**config.mk**
```make
export PLATFORM = sky130hd
export DESIGN_NAME = pipeline_hazard_ctrl
export DESIGN_NICKNAME = d
export VERILOG_FILES = /design/src/rtl/pipeline_hazard_ctrl.sv
export SDC_FILE = /design/constraint.sdc
export NUM_CORES = 1
export LEC_CHECK = 0
export BUFFER_PORTS_ARGS = -buffer_cell sky130_fd_sc_hd__buf_2
export CORE_MARGIN = 10
export CORE_UTILIZATION = 44
export CTS_CLUSTER_SIZE = 40
export DETAILED_ROUTE_END_ITERATION = 6
export PLACE_DENSITY = 0.95
export RECOVER_POWER = 50
export SKIP_CTS_REPAIR_TIMING = 1
export SLEW_MARGIN = 20
export SYNTH_ARGS = -nofsm -noshare
export SYNTH_HDL_FRONTEND = slang
export SYNTH_SLANG_ARGS = --single-unit
```
**constraint.sdc**
```tcl
create_clock -name clk -period 3 [get_ports clk]
set_input_delay 0 -clock clk [delete_from_list [all_inputs] [get_ports clk]]
set_output_delay 0 -clock clk [all_outputs]
set_load 0.1 [all_outputs]
```
**src/rtl/pipeline_hazard_ctrl.sv**
```systemverilog
// Hazard detection and forwarding control for a five-stage MIPS pipeline,
// including the busy counter that tracks the multi-cycle mult/div unit.
module pipeline_hazard_ctrl #(
  parameter int unsigned MUL_LAT = 5,
  parameter int unsigned DIV_LAT = 10,
  parameter int unsigned CW      = 4
) (
  input  logic          clk,
  input  logic          reset,
  input  logic [4:0]    rs_D,
  input  logic [4:0]    rt_D,
  input  logic          branch_D,
  input  logic          jr_D,
  input  logic          md_D,
  input  logic [4:0]    rs_E,
  input  logic [4:0]    rt_E,
  input  logic [4:0]    wa_E,
  input  logic [4:0]    wa_M,
  input  logic [4:0]    wa_W,
  input  logic          we_E,
  input  logic          we_M,
  input  logic          we_W,
  input  logic          memread_E,
  input  logic          memread_M,
  input  logic          md_start_E,
  input  logic          md_is_div_E,
  output logic          stall_F,
  output logic          stall_D,
  output logic          clear_E,
  output logic          fwd_rs_D,
  output logic          fwd_rt_D,
  output logic [1:0]    fwd_a_E,
  output logic [1:0]    fwd_b_E,
  output logic          md_busy,
  output logic [CW-1:0] md_left
);

  localparam logic [CW-1:0] MulLat = CW'(MUL_LAT);
  localparam logic [CW-1:0] DivLat = CW'(DIV_LAT);

  logic [CW-1:0] md_left_q, md_left_d;
  logic          w_e, w_m, w_w;
  logic          load_use, branch_haz, jr_haz, md_haz, stall;
  logic          fwd_rs_d_raw, fwd_rt_d_raw;
  logic [1:0]    fwd_a_raw, fwd_b_raw;

  always_comb begin
    md_left_d = md_left_q;
    if (md_start_E) begin
      md_left_d = md_is_div_E ? DivLat : MulLat;
    end else if (md_left_q != '0) begin
      md_left_d = md_left_q - CW'(1);
    end
  end

  always_ff @(posedge clk or negedge reset) begin
    if (!reset) begin
      md_left_q <= '0;
    end else begin
      md_left_q <= md_left_d;
    end
  end

  always_comb begin
    w_e = we_E && (wa_E != 5'd0);
    w_m = we_M && (wa_M != 5'd0);
    w_w = we_W && (wa_W != 5'd0);

    load_use   = memread_E && w_e && ((wa_E == rs_D) || (wa_E == rt_D));
    branch_haz = branch_D &&
                 ((w_e && ((wa_E == rs_D) || (wa_E == rt_D))) ||
                  (memread_M && w_m && ((wa_M == rs_D) || (wa_M == rt_D))));
    jr_haz     = jr_D && ((w_e && (wa_E == rs_D)) ||
                          (memread_M && w_m && (wa_M == rs_D)));
    md_haz     = md_D && ((md_left_q != '0) || md_start_E);
    stall      = load_use || branch_haz || jr_haz || md_haz;

    // A load in M has no ALU result to offer; D waits on the stall instead.
    fwd_rs_d_raw = w_m && !memread_M && (wa_M == rs_D);
    fwd_rt_d_raw = w_m && !memread_M && (wa_M == rt_D);

    fwd_a_raw = 2'b00;
    if (w_m && (wa_M == rs_E))      fwd_a_raw = 2'b10;
    else if (w_w && (wa_W == rs_E)) fwd_a_raw = 2'b01;

    fwd_b_raw = 2'b00;
    if (w_m && (wa_M == rt_E))      fwd_b_raw = 2'b10;
    else if (w_w && (wa_W == rt_E)) fwd_b_raw = 2'b01;
  end

  // Outputs are forced low for the whole reset window, not just the registers.
  always_comb begin
    stall_F  = 1'b0;
    stall_D  = 1'b0;
    clear_E  = 1'b0;
    fwd_rs_D = 1'b0;
    fwd_rt_D = 1'b0;
    fwd_a_E  = 2'b00;
    fwd_b_E  = 2'b00;
    md_busy  = 1'b0;
    md_left  = md_left_q;
    if (reset) begin
      stall_F  = stall;
      stall_D  = stall;
      clear_E  = stall;
      fwd_rs_D = fwd_rs_d_raw;
      fwd_rt_D = fwd_rt_d_raw;
      fwd_a_E  = fwd_a_raw;
      fwd_b_E  = fwd_b_raw;
      md_busy  = (md_left_q != '0);
    end
  end

endmodule

```
After elaboration in Yosys (flattened, before gate mapping)
Cells that the tools add are included.

Flip-flop bits (word level): 4. Input port bits: 47. Word-level logic and storage cells: 57.

$add $sub $neg: 1. Equality and inequality tests: 8. Muxes and demuxes: 13. Reduce and logical (&&, ||, !) cells: 34.

Operators by type and width (count): 5-bit equality test (8); 1-bit logical AND (20); 5-bit nonzero test (3); 4-bit two-way mux (3); 1-bit logical OR (8); 2-bit two-way mux (4); 1-bit two-way mux (6); 4-bit nonzero test (1); 4-bit by 1-bit subtractor with 4-bit output (second input constant) (1); 2-bit nonzero test (1); 1-bit logical NOT (1).

Depth between registers and ports, before layout
Gate-level depths: netlist (run 1).

Depth in word-level cells: 10. Mapped depth: 7. Gate-level depth less buffers: 6.

Worst setup path after synthesis (run 1)
Ideal clock, no wire load.

Path kind: input port to output port. Start point: input port wa_M[4]. End point: output port stall_D. Arrival time: 3.783 ns. Data required time: 3.000 ns. Slack: -0.783 ns. Stages on the path: 7. Buffers on the path: 2. Cells stage by stage: clkbuf_1 -> xnor2_1 -> nand3_1 -> nor3_1 -> a21oi_1 -> o31ai_1 -> buf_4.

Word-level cells in the longest chain between the ends: 10.

Ends and longest elaborated chain: from (decl) (line 18) `input logic [4:0] wa_M,`; 5-bit nonzero test (line 66) `w_m = we_M && (wa_M != 5'd0);`; 1-bit logical AND (line 66); 1-bit logical AND (line 72, 74); 1-bit logical AND (line 72) `(memread_M && w_m && ((wa_M == rs_D) || (wa_M == rt_D))));`; 1-bit logical OR (line 71) `((w_e && ((wa_E == rs_D) || (wa_E == rt_D))) ||`; 1-bit logical AND (line 70) `branch_haz = branch_D &&`; 1-bit logical OR (line 76) `stall = load_use || branch_haz || jr_haz || md_haz;`; 1-bit logical OR * (2 in series) (line 76); 1-bit two-way mux *; to (decl) (line 28) `output logic stall_D,`.

Mark *: on every way between the ends. The rest lies on a longest branch, timed or not.

Worst setup path in the final report (run 1)
Start point: input port reset. End point: output port fwd_a_E[0].

Word-level cells in the longest chain between the ends: 1.

Ends and longest elaborated chain: from (decl) (line 9) `input logic reset,`; 2-bit two-way mux (line 102) `if (reset) begin`; to (decl) (line 32) `output logic [1:0] fwd_a_E,`.

No other way between the ends.

==> results.md, run 1 <==
* Distinct cells, synth at 33
* Post-synth EDFFs at 0
* Run status: complete, but fails checks
* Detailed Place HPWL at 2.77 mm
* Worst path slowest cell: or4_1
* Max reg flops at 4
* Clk_skew at 0.00353 ns
* Sequential-to-total area share from yosys stat at 11.5%
* Leakage power at 0.000518 uW
* Die width at 64.4 um
* GPL Wtd Cong at 0.843
* Worst Setup SP: reset
* DRC at 0
* Core Region at 1920 um^2
* Peak VDD IR at 427 uV
* Max-Slew Margin vs Limit at 21.9%
* Total GRT Usage at 13.9%
* Die height at 64.4 um
* Flop pwr share at between 10% and 20%
* RSZ-0062 raised after global routing: false
* Cell area after synthesis at between 800 and 900 um^2
* Area Overhead vs Synth at 35.6%
* Initial antenna violation count at 0
* # IOs at about 60
* # clock sinks at 4
* Synth Net Count at 153
* DR vias/cell at 5.34
* # setup viols final at 0
* Cell-internal power at roughly 210 uW
* Pre-CTS setup slack at 1.21 ns
* Most used DFF post-synth: dfrtp_1
* Clk slew on worst S/H paths at 0.04 ns
* Synth warn at 0
* Diode count at 0
* DR pass1 iterations at 4
* Buf/Inv on CP at 3
* Final hold violation count at 1
* Routed vias at 1,004
* Worst Tran Pin Value at 1.18 ns
* Min Tclk post-route at 2.44 ns
* Cells after synthesis at 104
* Critical path data arrival time at 2.44 ns
* Net Sw Power at 276 uW
* Max Root-Sink Buffers at 2
* CP required at 3.00 ns
* Worst setup EP type: output port
* WS Path Type: primary input to output port
* Nets at 212
* Gate power share at 69.4%
* # rows at 16
* Crit Path Max Fanout at 12
* F_max at 0.409 GHz
* RR Startpoint: md_left[0]
* Flop-to-flop setup slack at 1.27 ns
* # fillers at around 190
* Clock Latency Late Sink at roughly 0.24 ns
* First-pass GRT wire length at 4.86 mm
* Post-DRT Antenna Nets at 0
* CTS tree: yes
* Crit path max-delay family: buffers and inverters
* Max incr delay on CP at 0.60 ns
* Switching share of total power at a little under three fifths
* Hold WS at -0.00565 ns
* Crit start category: primary input
* Die area at 4150 um^2
* Largest net degree at the start of global routing at 13
* H-tree level count at 1
* Vias in the first global route at around 1,100
* TritonCTS Buffers at 3
* Layout cells sized above 1 at 39.8%
* Final Max Tran Viols at 0
* Hold Crit Start: md_is_div_E
* Total grt overflow at 0
* Overall routed net length at 3.04 mm
* Seq cells post-synth at 4
* Initial Utilization at 45.2%
* Wire length per cell at 16.2 um
* Port buffer count at 60
* Clock Power Share at roughly 14%
* Area of the multi-input gates at between 700 and 800 um^2
* Final worst setup slack at 0.557 ns
* Hold WC Path Type: primary input to register
* Critical Path, Cell by Cell: dlygate4sd3_1 -> clkbuf_1 -> o211ai_1 -> or4_1 -> nor4_2 -> buf_2
* Violated checks: negative hold slack
* Max-cap violations at 0
* Iter 0 DRT Violations at 39
* Reg area at ~100 um^2
* Sum Neg Setup Slack at 0 ns
* Async set-reset flop share out of synthesis at 100%
* Root Driver: clkbuf_4
* Power density cells at 411 nW/um^2
* Syn_area_per_cell at between 8 and 9 um^2
* Final period util at 81.4%
## cell families after synthesis
| kind of cell | count (synthesis) | share of synthesized area [%] |
|---|---|---|
| AO/OA/AOI/OAI | 15 | 12.1 |
| XOR/XNOR | 43 | 43.4 |
| adder cells (fa/ha/maj) | 2 | 2.88 |
| buffers and inverters | 10 | 7.06 |
| flip-flops | 4 | 11.5 |
| AND/OR/NAND/NOR | 30 | 23.1 |
## power groups by stage
stage	registers, uW	clock network (uW)	logic, uW
final	80.7	67.3	336
after floorplan	176	0	164
after detailed placement	81.7	0	341
after global routing	82.8	69.9	357
after CTS	81.1	68.8	342
after global placement	80.7	0	332
## Yosys cell counts (2+ instances only)
| master | number | area share [%] |
|---|---|---|
| and2_2 | 2 | 1.7 |
| buf_6 | 2 | 2.6 |
| clkbuf_1 | 2 | 0.86 |
| ha_1 | 2 | 2.9 |
| nor4_2 | 2 | 2.9 |
| nor3_1 | 3 | 1.7 |
| xnor2_1 | 25 | 25 |
| nand3_1 | 4 | 2.3 |
| nand2_1 | 2 | 0.86 |
| nand4_1 | 3 | 2.2 |
| xor2_1 | 18 | 18 |
| o31ai_1 | 4 | 3.5 |
| inv_1 | 3 | 1.3 |
| dfrtp_1 | 4 | 12 |
| nor2_1 | 2 | 0.86 |
| nand2b_1 | 2 | 1.4 |
| nor4_1 | 2 | 1.4 |
| buf_4 | 2 | 1.7 |
| o21ai_0 | 3 | 1.7 |
| or4_1 | 3 | 2.6 |
| a21oi_1 | 2 | 1.2 |
## placed cells by master, fill, tap and decap left out, types with 2 or more instances in the layout
cell type / instances
and2_2: 2
or4_1: 3
xnor2_1: 25
nand3_1: 4
nand2_1: 2
o21ai_0: 3
ha_1: 2
nor4_1: 2
xor2_1: 18
clkbuf_1: 6
nand2b_1: 2
inv_1: 3
buf_2: 54
a21oi_1: 2
nor3b_1: 2
nor3_1: 3
clkbuf_4: 3
nor4_2: 2
dfrtp_1: 4
nor2_1: 2
o31ai_1: 3
nand4_1: 3
## tightest hold or removal path: cells and delay by family
family | cells | cell delay, ns
AOI/OAI and AO/OA | 1 | 0.06
buffers and inverters | 1 | 0.08
and+or+nand+nor | 1 | 0.05
## worst paths after layout
check	endpoint	cells after the start
setup / recovery	fwd_a_E[0]	6
hold / removal	md_left[3]	3
setup reg to reg	md_left[0]	5
hold reg to reg	md_left[3]	2
max in group asynchronous	md_left[1]	2
min in group asynchronous	md_left[3]	2
## metal layers
layer	global-route usage [%]	vias to the layer above	part of all wire, %
met1	12.9	474	38
met4	5.88	0	2.7
li1	-	479	-
met2	27.1	42	53
met5	0	-	0
met3	4.47	9	6.9
## layout make-up
type,instances,area share (%)
Sequential cell,4,8.50
Tap cell,27,2.87
Multi-Input combinational cell,90,60.0
Timing Repair Buffer,61,25.7
Clock buffer,3,1.91
Inverter,3,0.956
## through the flow
step	area, um^2	hold slack (ns)	power, uW	util, %	instances
2_1_floorplan	873	-0.296	340	-	104
3_3_place_gp	1160	-0.137	413	60.2	184
3_5_place_dp	1160	-0.131	423	60.2	184
4_1_cts	1180	-0.384	492	61.4	187
5_1_grt	1180	0.0317	510	61.3	188
6_report	1180	-0.00565	484	61.3	188
Power figures use the tool's default switching activity.
==> inputs of run 2 (changes only) <==
Settings changed: CORE_UTILIZATION 44 to 37, PLACE_DENSITY 0.95 to 0.87.
Clock period 3 ns to 1.97 ns, I/O delays scaled along.
==> results.md, run 2 (synthesized netlist as in run 1, its figures left out) <==
* Switching share of total power at between 50% and 60%
* Max Root-Sink Buffers at 2
* Total grt overflow at 0
* # rows at 17
* Worst path slowest cell: or4_1
* Crit path max-delay family: simple AND/OR/NAND/NOR gates
* Iter 0 DRT Violations at 69
* Run status: completed
* DR pass1 iterations at 4
* Root Driver: clkbuf_4
* Pre-CTS setup slack at 0.327 ns
* Most frequent cells in the layout: buf_2 (58), xnor2_1 (25), xor2_1 (18)
* Wire length per cell at 15.6 um
* Port buffer count at 60
* Peak VDD IR at 551 uV
* # IOs at ~60
* H-tree level count at 1
* Vias in the first global route at 1,132
* Final Max Tran Viols at 0
* CP required at 1.97 ns
* Leakage power at approximately 0.00056 uW
* Initial Utilization at 38.9%
* Final worst setup slack at 0.0625 ns
* GPL Wtd Cong at 0.824
* Min Tclk post-route at 1.91 ns
* Routed vias at 988
* Clk_skew at 0.00215 ns
* Power density cells at approximately 600 nW/um^2
* F_max at 0.524 GHz
* Diode count at 0
* Area Overhead vs Synth at 51.6%
* Max reg flops at 4
* Buf/Inv on CP at 3
* Final hold violation count at 0
* TritonCTS Buffers at 3
* DRC at 0
* Nets at 214
* Clock Latency Late Sink at roughly 0.24 ns
* Hold WC Path Type: primary input to register
* Die height at around 70 um
* Cell-internal power at 357 uW
* # setup viols final at 0
* Crit Path Max Fanout at 2
* Die width at 68.4 um
* Max-cap violations at 0
* Worst setup EP type: output port
* Overall power at 802 uW
* Critical Path, Cell by Cell: dlygate4sd3_1 -> buf_2 -> o211ai_1 -> or4_1 -> nor4_4 -> buf_12
* DR vias/cell at 5.17
* Layout cells sized above 1 at a little over 50%
* Largest net degree at the start of global routing at 12
* CTS tree: yes
* Initial antenna violation count at 0
* Max incr delay on CP at 0.59 ns
* First-pass GRT wire length at 4.69 mm
* Die area at 4680 um^2
* Net Sw Power at 445 uW
* WS Path Type: primary input to output port
* Clock Power Share at 12.7%
* Overall routed net length at 2.99 mm
* Gate power share at 69.5%
* Clk slew on worst S/H paths at 0.04 ns
* Core Region at 2230 um^2
* Worst Tran Pin Value at just under 0.6 ns
* Crit start category: primary input
* Final period util at between 90% and 100%
* Critical path data arrival time at 1.91 ns
* Detailed Place HPWL at 2.70 mm
* Commonest non-fill, non-tap cell in the layout: buf_2
* # clock sinks at 4
* Flop pwr share at between 10% and 20%
* Post-DRT Antenna Nets at 0
* Total GRT Usage at 12.3%
* Max-Slew Margin vs Limit at around three fifths
[run 2: stage by stage]
stage / hold WS (ns) / util [%] / instance area [um^2] / TNS [ns] / std cells
floorplan: -0.296 / - / 968 / -0.270 / 104
global placement: -0.0659 / 57.5 / 1280 / 0 / 187
detailed placement: -0.0592 / 57.5 / 1280 / 0 / 187
CTS: -0.312 / 58.5 / 1310 / 0 / 190
global route: 0.0354 / 58.9 / 1320 / -0.0137 / 191
finish: 0.00311 / 58.9 / 1320 / 0 / 191
[run 2: power groups by stage]
stage          Sequential [uW]  Combinational, uW  Clock [uW]
6_report                   143                557         102
5_1_grt                    146                590         115
2_1_floorplan              287                282           0
4_1_cts                    143                559         106
3_3_place_gp               142                543           0
3_5_place_dp               145                556           0
[run 2: path summary, 6_finish.rpt]
kind	slack, ns	cells past startpoint	start	end
max	0.06	6	reset	fwd_a_E[0]
min	0.003	3	md_is_div_E	md_left[3]
max reg2reg	0.58	7	md_left[1]	md_left[1]
min reg2reg	0.62	2	md_left[3]	md_left[3]
max in group asynchronous	1.55	3	reset	md_left[0]
min in group asynchronous	0.26	3	reset	md_left[1]
[run 2: final cells by class]
class	count	area [um^2]
clock buffers	3	22.5
fillers	194	917
inverters	3	16.3
multi-input cells	90	777
flip-flops and latches	4	110
well taps	28	35.0
repair buffers	63	355
[run 2: worst reg2reg max path: stages, from the launching register on]
cell and delay, ns:
dfrtp_4 0.50, inv_4 0.08, ha_4 0.12, nor3b_4 0.17, buf_4 0.17, nor2_1 0.04
a21oi_1 0.10, o21ai_0 0.09
[run 2: layer usage]
layer | vias up | global-route usage [%] | routed length [um] | share of wire [%]
met3 | 4 | 4.73 | 301 | 10
met4 | 0 | 4.77 | 31 | 1.0
met2 | 47 | 21.8 | 1500 | 50
met5 | - | 0 | 0 | 0
li1 | 484 | - | - | -
met1 | 453 | 12.9 | 1150 | 39
==> inputs of run 3 (changes only) <==
Settings changed: CORE_UTILIZATION 37 to 41, PLACE_DENSITY 0.87 to 0.91.
Clock period 1.97 ns to 2.1 ns, I/O delays scaled along.
==> results.md, run 3 (synthesized netlist as in run 1, its figures left out) <==
* Run status: completed
* Peak VDD IR at 507 uV
* Core Region at between 1500 and 2000 um^2
* Worst Tran Pin Value at 1.18 ns
* TritonCTS Buffers at 3
* Nets at approximately 210
* Total grt overflow at 0
* Overall routed net length at 2.97 mm
* Worst path slowest cell: or4_1
* # clock sinks at 4
* Vias in the first global route at 1,111
* Wire length per cell at approximately 16 um
* Placed Cells incl. Taps at between 150 and 200
* Max reg flops at 4
* Crit Path Max Fanout at 2
* Utilization after layout at about 63%
* Hold WS at 0.0172 ns
* Initial antenna violation count at 0
* Worst setup EP type: output port
* F_max at roughly 0.51 GHz
* Detailed Place HPWL at 2.76 mm
* Reg-to-reg critical path endpoint: md_left[1]
* CTS tree: yes
* Max Root-Sink Buffers at 2
* Buf/Inv on CP at 3
* Clock Latency Late Sink at 0.24 ns
* Most frequent cells in the layout: buf_2 (55), xnor2_1 (25), xor2_1 (18)
* Design Area, Final at 1250 um^2
* RR Startpoint: md_left[0]
* Leakage power at 0.000533 uW
* Clk slew on worst S/H paths at 0.04 ns
* Max-cap violations at 0
* Overall power at 728 uW
* Critical Path, Cell by Cell: dlygate4sd3_1 -> clkbuf_1 -> o211ai_1 -> or4_1 -> nor4_4 -> buf_2
* GPL Wtd Cong at 0.905
* Die area at 4360 um^2
* DR pass1 iterations at 3
* Port buffer count at 60
* Area Overhead vs Synth at 44.5%
* Hold Crit Depth at 2
* DR vias/cell at 5.16
* Die height at 66.0 um
* Finished Layout Cells at 190
* # IOs at 61
* Power density cells at 580 nW/um^2
* Flop-to-flop setup slack at 0.50 ns
* Clk_skew at 0.00145 ns
* Worst Setup SP: reset
* Critical path data arrival time at 1.94 ns
* Initial Utilization at between 40% and 50%
* # rows at 16
* H-tree level count at 1
* Dpl cell area at about 1200 um^2
* Die width at 66.0 um
* CP required at 2.10 ns
* Total GRT Usage at 13.8%
* # setup viols final at 0
* Post-DRT Antenna Nets at 0
* Iter 0 DRT Violations at 11
* Worst R2R Path Depth at 7
* Diode count at 0
* Root Driver: clkbuf_4
* Max-Slew Margin vs Limit at between 20% and 30%
* # fillers at between 150 and 200
* Hold Path Sink: md_left[2]
* Hold WC Path Type: primary input to register
* WS Path Type: primary input to output port
* Max incr delay on CP at 0.59 ns
* First-pass GRT wire length at 4.84 mm
* Hold Crit Start: md_start_E
* Min Tclk post-route at 1.94 ns
* Crit path max-delay family: buffers and inverters
* DRC at 0
* Final Max Tran Viols at 0
* Commonest non-fill, non-tap cell in the layout: buf_2
* Final period util at 92.6%
* Routed vias at 981
* RSZ-0062 raised after global routing: false
* Crit start category: primary input
* Layout cells sized above 1 at 46.6%
* Largest net degree at the start of global routing at 12
* Final hold violation count at 0
==> run 3: final cells by class <==
| type | count | area, um^2 | share of cell area [%] |
|---|---|---|---|
| clock buffers | 3 | 22.5 | 1.79 |
| inverters | 3 | 11.3 | 0.897 |
| flip-flops and latches | 4 | 108 | 8.57 |
| multi-input cells | 90 | 764 | 60.9 |
| well taps | 27 | 33.8 | 2.69 |
| repair buffers | 63 | 315 | 25.1 |
==> run 3: metrics by stage <==
stage	setup WS (ns)	setup TNS [ns]
3_5_place_dp	0.364	0
2_1_floorplan	-0.176	-0.189
6_report	0.156	0
3_3_place_gp	0.434	0
4_1_cts	0.156	0
5_1_grt	0.0368	0
==> run 3: worst max path at each step <==
stage          depth (start not counted)  slack, ns    endpoint
2_1_floorplan                          7      -0.18     stall_D
3_3_place_gp                           6       0.43  fwd_a_E[0]
3_5_place_dp                           6       0.36  fwd_a_E[0]
4_1_cts                                7       0.16     stall_F
5_1_grt                                6       0.04  fwd_a_E[0]
6_report                               6       0.16  fwd_a_E[0]
==> run 3: power by group <==
part,internal (uW),switching (uW)
combinational,149,354
sequential,102,24.2
clock,64.1,34.7
total,315,413
==> run 3: layer usage <==
layer | vias up | GRT usage, % | part of all wire (%)
met5 | - | 0 | 0
met4 | 0 | 5.76 | 2.4
met3 | 7 | 4.58 | 7.7
met2 | 38 | 27.1 | 54
met1 | 450 | 12.5 | 35
li1 | 486 | - | -
